## config.mk

```make
export PLATFORM = sky130hd
export DESIGN_NAME = epp_bus_bridge
export DESIGN_NICKNAME = d
export VERILOG_FILES = /design/src/rtl/epp_bus_bridge.sv
export SDC_FILE = /design/constraint.sdc
export NUM_CORES = 1
export LEC_CHECK = 0
export ABC_AREA = 1
export CAP_MARGIN = 15
export CORE_MARGIN = 2
export CORE_UTILIZATION = 46
export CTS_CLUSTER_SIZE = 16
export DETAILED_ROUTE_END_ITERATION = 6
export HOLD_SLACK_MARGIN = 0.12
export MAX_ROUTING_LAYER = met4
export PLACE_DENSITY = 0.75
export SLEW_MARGIN = 20
export SYNTH_ARGS = -nofsm -noshare
export SYNTH_HDL_FRONTEND = slang
export SYNTH_SLANG_ARGS = --single-unit
```

## constraint.sdc

```tcl
create_clock -name CLK -period 1.36 [get_ports CLK]
set_input_delay 0.136 -clock CLK [delete_from_list [all_inputs] [get_ports CLK]]
set_output_delay 0.136 -clock CLK [all_outputs]
set_load 0.005 [all_outputs]
```

## src/rtl/epp_bus_bridge.sv

```systemverilog
// ---------------------------------------------------------------------------
// epp_bus_bridge
//   Digilent EPP slave -> internal single-beat register bus master.
//   EPP strobes and WRITE are asynchronous to CLK and pass through
//   SYNC_STAGES-deep synchronisers. The FSM runs the WAIT handshake, keeps an
//   8-bit address register and issues one REQ/ACK bus cycle per EPP data
//   cycle, with a timeout guarding against a target that never acknowledges.
//
//   Optional build macro: EPP_ADDR_AUTOINC_EN
//     defined   -> address register increments (mod 256) after every data
//                  cycle, on ACK or timeout.
//     undefined -> address changes only on EPP address writes.
//
// Ports
//   CLK, RST_ASYNC           core clock, asynchronous active-high reset
//   EPP_ASTB_IN/DSTB_IN      EPP strobes, active low, asynchronous
//   EPP_WRITE_IN             EPP direction, low = host write, asynchronous
//   EPP_DATA_IN/OUT/OE_OUT   EPP data pad in / out / output enable
//   EPP_WAIT_OUT             EPP WAIT, high = cycle complete
//   BUS_REQ/WR/ADDR/WR_DATA  bus request side (valid while REQ)
//   BUS_ACK_IN/RD_DATA_IN    single-cycle acknowledge + read data
//   BUS_ERR_OUT              sticky timeout flag (cleared by address write)
// ---------------------------------------------------------------------------

// Single-bit multi-flop synchroniser with a selectable reset level.
module epp_bus_bridge_sync #(
  parameter int   STAGES  = 2,
  parameter logic RST_VAL = 1'b1
) (
  input  logic CLK,
  input  logic RST_ASYNC,
  input  logic d,
  output logic q
);
  logic [STAGES-1:0] ff;

  always_ff @(posedge CLK or posedge RST_ASYNC) begin
    if (RST_ASYNC) ff <= {STAGES{RST_VAL}};
    else           ff <= {ff[STAGES-2:0], d};
  end

  assign q = ff[STAGES-1];
endmodule

module epp_bus_bridge #(
  parameter int         SYNC_STAGES = 2,
  parameter int         TIMEOUT_CYC = 255,
  parameter logic [7:0] ERR_RD_DATA = 8'hEE
) (
  input  logic       CLK,
  input  logic       RST_ASYNC,
  input  logic       EPP_ASTB_IN,
  input  logic       EPP_DSTB_IN,
  input  logic       EPP_WRITE_IN,
  input  logic [7:0] EPP_DATA_IN,
  output logic [7:0] EPP_DATA_OUT,
  output logic       EPP_DATA_OE_OUT,
  output logic       EPP_WAIT_OUT,
  output logic       BUS_REQ_OUT,
  output logic       BUS_WR_OUT,
  output logic [7:0] BUS_ADDR_OUT,
  output logic [7:0] BUS_WR_DATA_OUT,
  input  logic       BUS_ACK_IN,
  input  logic [7:0] BUS_RD_DATA_IN,
  output logic       BUS_ERR_OUT
);

`ifdef EPP_ADDR_AUTOINC_EN
  localparam bit AUTOINC = 1'b1;
`else
  localparam bit AUTOINC = 1'b0;
`endif

  // Counter value on the last cycle REQ may stay high without ACK.
  localparam logic [7:0] TO_LAST = 8'(TIMEOUT_CYC - 1);

  localparam int NSYNC = 3;

  typedef enum logic [1:0] {IDLE, ADDR, DREQ, HOLD} state_t;

  // -------------------------------------------------------------------------
  // Synchronisers: bit 0 ASTB, bit 1 DSTB, bit 2 WRITE. All reset high,
  // which is the idle level of every one of them.
  // -------------------------------------------------------------------------
  logic [NSYNC-1:0] sync_raw, sync_q;
  assign sync_raw = {EPP_WRITE_IN, EPP_DSTB_IN, EPP_ASTB_IN};

  for (genvar i = 0; i < NSYNC; i++) begin : g_sync
    epp_bus_bridge_sync #(
      .STAGES  (SYNC_STAGES),
      .RST_VAL (1'b1)
    ) u_sync (
      .CLK       (CLK),
      .RST_ASYNC (RST_ASYNC),
      .d         (sync_raw[i]),
      .q         (sync_q[i])
    );
  end

  logic astb_s, dstb_s, write_s;
  assign astb_s  = sync_q[0];
  assign dstb_s  = sync_q[1];
  assign write_s = sync_q[2];

  // -------------------------------------------------------------------------
  // FSM and registered outputs
  // -------------------------------------------------------------------------
  state_t     state;
  logic       addr_is_wr;  // direction of the current address cycle
  logic [7:0] din_q;       // pad data captured on IDLE exit (address cycles)
  logic [7:0] addr_q;
  logic [7:0] to_cnt;

  assign BUS_ADDR_OUT = addr_q;

  always_ff @(posedge CLK or posedge RST_ASYNC) begin
    if (RST_ASYNC) begin
      state           <= IDLE;
      addr_is_wr      <= 1'b0;
      din_q           <= 8'h00;
      addr_q          <= 8'h00;
      to_cnt          <= 8'h00;
      EPP_DATA_OUT    <= 8'h00;
      EPP_DATA_OE_OUT <= 1'b0;
      EPP_WAIT_OUT    <= 1'b0;
      BUS_REQ_OUT     <= 1'b0;
      BUS_WR_OUT      <= 1'b0;
      BUS_WR_DATA_OUT <= 8'h00;
      BUS_ERR_OUT     <= 1'b0;
    end else begin
      case (state)
        IDLE: begin
          // Address strobe wins a tie; DSTB then stays ignored because HOLD
          // only exits once both strobes are back high.
          if (!astb_s) begin
            state      <= ADDR;
            addr_is_wr <= !write_s;
            din_q      <= EPP_DATA_IN;
          end else if (!dstb_s) begin
            state           <= DREQ;
            BUS_REQ_OUT     <= 1'b1;
            BUS_WR_OUT      <= !write_s;
            BUS_WR_DATA_OUT <= EPP_DATA_IN;
            to_cnt          <= 8'h00;
          end
        end

        ADDR: begin
          if (addr_is_wr) begin
            addr_q      <= din_q;
            BUS_ERR_OUT <= 1'b0;
          end else begin
            EPP_DATA_OUT    <= addr_q;
            EPP_DATA_OE_OUT <= 1'b1;
          end
          EPP_WAIT_OUT <= 1'b1;
          state        <= HOLD;
        end

        DREQ: begin
          // ACK is checked first so an ACK on the terminal count is a success.
          if (BUS_ACK_IN) begin
            BUS_REQ_OUT  <= 1'b0;
            EPP_WAIT_OUT <= 1'b1;
            state        <= HOLD;
            if (!BUS_WR_OUT) begin
              EPP_DATA_OUT    <= BUS_RD_DATA_IN;
              EPP_DATA_OE_OUT <= 1'b1;
            end
            if (AUTOINC) addr_q <= addr_q + 8'd1;
          end else if (to_cnt == TO_LAST) begin
            BUS_REQ_OUT  <= 1'b0;
            BUS_ERR_OUT  <= 1'b1;
            EPP_WAIT_OUT <= 1'b1;
            state        <= HOLD;
            if (!BUS_WR_OUT) begin
              EPP_DATA_OUT    <= ERR_RD_DATA;
              EPP_DATA_OE_OUT <= 1'b1;
            end
            if (AUTOINC) addr_q <= addr_q + 8'd1;
          end else begin
            to_cnt <= to_cnt + 8'd1;
          end
        end

        HOLD: begin
          if (astb_s && dstb_s) begin
            EPP_WAIT_OUT    <= 1'b0;
            EPP_DATA_OE_OUT <= 1'b0;
            state           <= IDLE;
          end
        end

        default: state <= IDLE;
      endcase
    end
  end

endmodule

```

# Word-level counts from Yosys, hierarchy flattened
# Index checks and enable logic that the tools add are counted.
dict set report word_totals {
  regBits 54
  out_inout_bits 29
  elab_cells 84
  inputBits 22
}
dict set report op_classes {
  bitwise_logic 2
  reduce_logical 16
  n_addsub 1
  mux 34
  eq_ne 16
}
# op n
set ops {}
lappend ops {{2-to-1 mux 8 bit} 9}
lappend ops {{case mux 8 bit (2 select lines)} 2}
lappend ops {{!= test 2 bit, second input constant} 7}
lappend ops {{2-to-1 mux 1 bit} 13}
lappend ops {{!= test 3 bit, second input constant} 4}
lappend ops {{AND reduction 4 bit} 3}
lappend ops {{2-to-1 mux 2 bit} 5}
lappend ops {{AND reduction 5 bit} 2}
lappend ops {{AND reduction 3 bit} 3}
lappend ops {{adder 8 x 1 -> 8 bit, second input constant} 1}
lappend ops {{== test 8 bit, second input constant} 1}
lappend ops {{case mux 2 bit (4 select lines)} 1}
lappend ops {{case mux 1 bit (3 select lines)} 2}
lappend ops {{== test 2 bit, second input constant} 2}
lappend ops {{case mux 1 bit (2 select lines)} 2}
lappend ops {{AND reduction 2 bit} 2}
lappend ops {{nonzero test 2 bit} 2}
lappend ops {{nonzero test 3 bit} 1}
lappend ops {{== test 2 x 1 -> 1 bit, second input constant} 1}
lappend ops {{zero test 2 bit} 1}
lappend ops {{!= test 2 x 1 -> 1 bit, second input constant} 1}
lappend ops {{inverter 1 bit} 2}
lappend ops {{logical AND 1 bit} 1}
lappend ops {{zero test 1 bit} 1}

# Longest topological paths before layout
dict set report depth {
  ltp_word 4
  depth_mapped 9
  depth_no_buf 9
}

# Hierarchy
# Synthesis repeated with hierarchy kept, for this count alone.
dict set report unflattened {
  cells_unflattened 299
  area_unflattened_um2 2591.2
}
# mod cells_each area_each_um2 n_inst seq_area_each_um2
set modules_own_cells {}
lappend modules_own_cells {epp_bus_bridge 290 2422.3 1 1201.2}
lappend modules_own_cells {epp_bus_bridge_sync 3 56.3 3 52.6}

# Least setup slack after synthesis
# OpenSTA, ideal clock, no wires.
dict set report synth_path {
  path_type {flip-flop to flip-flop}
  startpoint {register state[0]}
  endpoint {register to_cnt[2]}
  synth_period_minus_slack_ns 1.487
  path_stages_with_launch 10
  setup_time_ns 0.118
  path_slack_ns -0.127
  t_arrival_ns 1.370
  required_ns 1.242
  n_path_buf 2
  cell_sequence {dfrtp_1 > inv_1 > ha_1 > buf_6 > nand2_4 > a21oi_2 > nand2_2 > buf_6 > nand2_1 > o21ai_2}
}
dict set report synth_via {
  elab_chain_cells 3
  elab_cells_between_ends 9
  classes_between {eq/ne (5); mux (1); reduce/logical (3)}
}
# item line_no
set synth_rtl {}
lappend synth_rtl {{start, declared} 108} ;# state_t state;
lappend synth_rtl {{start signal, assigned} 118} ;# state <= IDLE;
lappend synth_rtl {{start signal, assigned} 136} ;# state <= ADDR;
lappend synth_rtl {{start signal, assigned} 140} ;# state <= DREQ;
lappend synth_rtl {{== test 2 bit or zero test 2 bit (tied branches)} 131} ;# case (state)
lappend synth_rtl {{!= test 2 bit (no source line) (tied with other cells)} n/a}
lappend synth_rtl {{AND reduction 5 bit (no source line)} n/a}
lappend synth_rtl {{end signal, assigned} 182} ;# to_cnt <= to_cnt + 8'd1;
lappend synth_rtl {{end, declared} 112} ;# logic [7:0] to_cnt;
# Several ways; a longest one is shown, not always the timed one.
# A chain may end at the register's enable or synchronous reset.

# Worst setup path in the final report
dict set report layout_path {
  startpoint {register state[0]}
  endpoint {register EPP_DATA_OUT[3]}
}
dict set report layout_via {
  elab_chain_cells 3
  elab_cells_between_ends 9
  classes_between {eq/ne (6); mux (1); reduce/logical (2)}
}
# item line_no
set layout_rtl {}
lappend layout_rtl {{== test 2 bit or == test 2 x 1 -> 1 bit (tied branches)} 131}
lappend layout_rtl {{!= test 3 bit (no source line) (tied with other cells)} n/a}
lappend layout_rtl {{AND reduction 5 bit (no source line)} n/a}
lappend layout_rtl {{end signal, assigned} 153} ;# EPP_DATA_OUT <= addr_q;
lappend layout_rtl {{end, declared} 56} ;# output logic [7:0] EPP_DATA_OUT,
# Several ways; a longest one is shown, not always the timed one.

==> summary.md <==
| Metric | Value |
|---|---|
| Fillers | 428 |
| DP Area | 3320 µm² |
| CTS tree | done |
| Final Hold Violating Endpoints | 0 |
| P&R area growth vs syn | 49.4% |
| Cells after synthesis | 295 |
| Die extent in y | 78.3 µm |
| Dpl hpwl | 4.08 mm |
| Clk slew on worst S/H paths | 0.10 ns |
| H-tree Lvls | 2 |
| Placement Setup Slack | -0.162 ns |
| EDFF count, synth | 0 |
| Final WS setup | -0.116 ns |
| Worst-Skew Late Latency | 0.32 ns |
| Leading area contributor after synthesis | dfrtp_1 |
| Clock Sink Count | 54 |
| Post-Layout Cell Count | 462 |
| Yosys top cell area share | 47.3% |
| Core ar. | 5410 µm² |
| Vias in the first global route | 2114 |
| Placement row count | 27 |
| Top FF cell, synth | dfrtp_1 |
| Setup TNS | -1.49 ns |
| Max Fclk | 678 MHz |
| Seq pwr share | 32.8% |
| Worst path buffer plus inverter count | 2 |
| Iter 0 DRT Violations | 123 |
| Max_cap viols | 0 |
| Vias post-DR | 2272 |
| Clk pwr share | 12.0% |
| Worst-Margin Slew | 0.216 ns |
| Int Pwr | 4.94 mW |
| Die W | 78.3 µm |
| Vias per std cell | 4.92 |
| Final setup violation count | 21 |
| Crit path top cell by count | buf_4 |
| Layout Skew | 0.00569 ns |
| Ant. Diodes | 0 |
| Share of synthesized registers carrying an async set or reset | 100% |
| CP max stage delay | 0.41 ns |
| CP Data Arrival Time | 1.70 ns |
| Worst vdd ir | 1.15 mV |
| PwrDens | 2110 nW/µm² |
| Hold WC Path Type | primary input to asynchronous set/reset pin |
| #FFs+latches synth | 54 |
| Layout cells sized above 1 | 29.7% |
| Dominant cells by area after synthesis | dfrtp_1, nand2_1, dfstp_2 |
| Critical path class | flop to flop |
| CTS Buf Count | 5 |
| IO buf count | 50 |
| Power share of the combinational group | 55.2% |
| Crit start category | flop |
| Ys Warns | 0 |
| Antenna violations before repair | 0 |
| Placer Congestion | 0.824 |
| Worst Path Required | 1.58 ns |
| Wire length of the first global-routing pass | 9.53 mm |
| Finished Cell Area | 3800 µm² |
| Period Utilization, post-route | 109% |
| Cells along the critical path | buf_4 -> ha_2 -> nand2_2 -> o21ai_2 -> and2_4 -> buf_4 -> nand3_1 -> nand2_1 |
| Average wire per standard cell | 13.5 µm |
| DRC | 0 |
| FF-to-FF setup slack | -0.12 ns |
| # nets final | 418 |
| Cell family with most CP delay | simple AND/OR/NAND/NOR gates |
| Switching pwr | 3.06 mW |
| Pin count of the biggest net entering global routing | 34 |
| RSZ-0062 raised after global routing | yes |
| Yosys cell types | 30 |
| Syn Std Cell Area | 2540 µm² |
| Final worst path period need | 1.48 ns |
| CP Capture Type | flop |
| Total power | 8.00 mW |
| GRT overflow | 0 |
| Avg Synthesized Cell Area | 8.61 µm² |
| Max-slew violations | 0 |
| Slowest cell on the critical path | dfrtp_1 |
| Clock Root Buffer | clkbuf_8 |
| Drt pass-1 iters | 4 |
| Die ar. | 6130 µm² |
| GRT Overall Usage | 20.4% |
| Violated checks | negative setup slack |
| Switching Share | 38.3% |
| Status | finished, violations left |
| Leakage | 1.98 nW |
| Sequential cell area fraction in the yosys report | 53.5% |
| Syn_nets | 324 |
| # IOs | 51 |
| Final wirelength | 6.22 mm |
| Critical Path Fanout Max | 5 |
| Final ANT Viol Nets | 0 |
| Slew headroom | 85.6% |
| CTS max path bufs | 2 |
| Placed Cells | 435 |
| Starting Density | 47.0% |
## cell usage after synthesis, types with 2 or more instances
cell type and number:
nand2_1 90, dfrtp_1 48, inv_1 34, o21ai_0 24, nor2_1 20, nand3_1 19, a21oi_1 13, ha_1 7
dfstp_2 6, nand2_2 5, buf_6 3, buf_2 2, clkbuf_1 2, nand2_4 2, nor2_4 2, o21ai_1 2
o21ai_2 2, o21bai_1 2
## worst min-delay path, delay by kind of cell
kind | cells | cell delay, ns
buffers and inverters | 3 | 0.74
## kinds of logic (layout without fill, tap and decap cells)
logic type / after synthesis / in the layout / synth area share (%)
XOR/XNOR: 1 / 1 / 0.345
flip-flops: 54 / 54 / 53.5
AND/OR/NAND/NOR: 144 / 146 / 25.0
adder cells (fa/ha/maj): 7 / 7 / 3.45
multiplexers: 1 / 1 / 0.443
AO/OA/AOI/OAI: 45 / 45 / 9.55
buffers and inverters: 43 / 136 / 7.78
## routing by layer
metal / vias to the layer above / track usage [%] / routed length [µm]
met5: - / - / 0
met4: 0 / 7.37 / 97
met3: 10 / 3.45 / 304
met2: 63 / 34.1 / 3270
met1: 1079 / 25.1 / 2550
li1: 1120 / - / -
## metrics by stage
| stage | util (%) | hold slack [ns] |
|---|---|---|
| after floorplan | - | 0.140 |
| after global placement | 61.4 | 0.346 |
| after detailed placement | 61.4 | 0.348 |
| after CTS | 65.4 | 0.210 |
| after global routing | 70.2 | 0.208 |
| final | 70.2 | 0.204 |
## registers in the layout (all words and copies together) (netlist names)
name / cells
BUS_ADDR_OUT: 8
BUS_WR_DATA_OUT: 8
EPP_DATA_OUT: 8
din_q: 8
to_cnt: 8
g_sync.u_sync.ff: 6
state: 2
BUS_ERR_OUT: 1
BUS_REQ_OUT: 1
BUS_WR_OUT: 1
EPP_DATA_OE_OUT: 1
EPP_WAIT_OUT: 1
addr_is_wr: 1
## what timing repair did
item	in CTS	in global routing
pin swaps	7	15
endpoints found under the hold margin	0	0
hold buffers	0	0
endpoints found under the setup margin	22	48
cloned	1	1
gates resized for setup	28	51
setup buffers	4	13
## power by group through the flow
stage                     clock network (mW)  registers, mW  logic [mW]
after global placement                     0           2.65        3.49
after CTS                              0.970           2.63        3.91
after floorplan                            0           2.65        1.95
final                                  0.957           2.63        4.42
after global routing                    1.04           2.70        4.86
after detailed placement                   0           2.66        3.59
## layout make-up
cell class / count / area (µm²) / share of cell area [%]
Sequential cell: 54 / 1360 / 35.8
Multi-Input combinational cell: 200 / 1190 / 31.5
Timing Repair Buffer: 93 / 916 / 24.1
Inverter: 35 / 138 / 3.63
Tap cell: 72 / 90.1 / 2.37
Clock buffer: 5 / 68.8 / 1.81
Clock inverter: 3 / 28.8 / 0.758
## cell usage in the layout, fill, tap and decap left out, drive strengths merged, types with 2 or more instances in the layout
master,netlist,layout
inv,35,35
clkdlybuf4s50,0,32
dfrtp,48,48
clkinv,0,2
buf,6,43
nand3,20,21
dlymetal6s2s,0,17
dfstp,6,6
o21ai,28,28
a21oi,14,14
clkbuf,2,5
o21bai,2,2
ha,7,7
nand2,97,98
nor2,23,23
## final timing paths
| check | end | cells after the start | start |
|---|---|---|---|
| max | EPP_DATA_OUT[3] | 8 | state[0] |
| min | EPP_WAIT_OUT | 3 | RST_ASYNC |
| max reg2reg | EPP_DATA_OUT[3] | 8 | state[0] |
| min reg2reg | g_sync[0].u_sync.ff[1] | 0 | g_sync[0].u_sync.ff[0] |
| max in group asynchronous | g_sync[2].u_sync.ff[1] | 3 | RST_ASYNC |
| min in group CLK | g_sync[0].u_sync.ff[0] | 1 | EPP_ASTB_IN |
No activity file was read; power rests on OpenSTA's default activity.
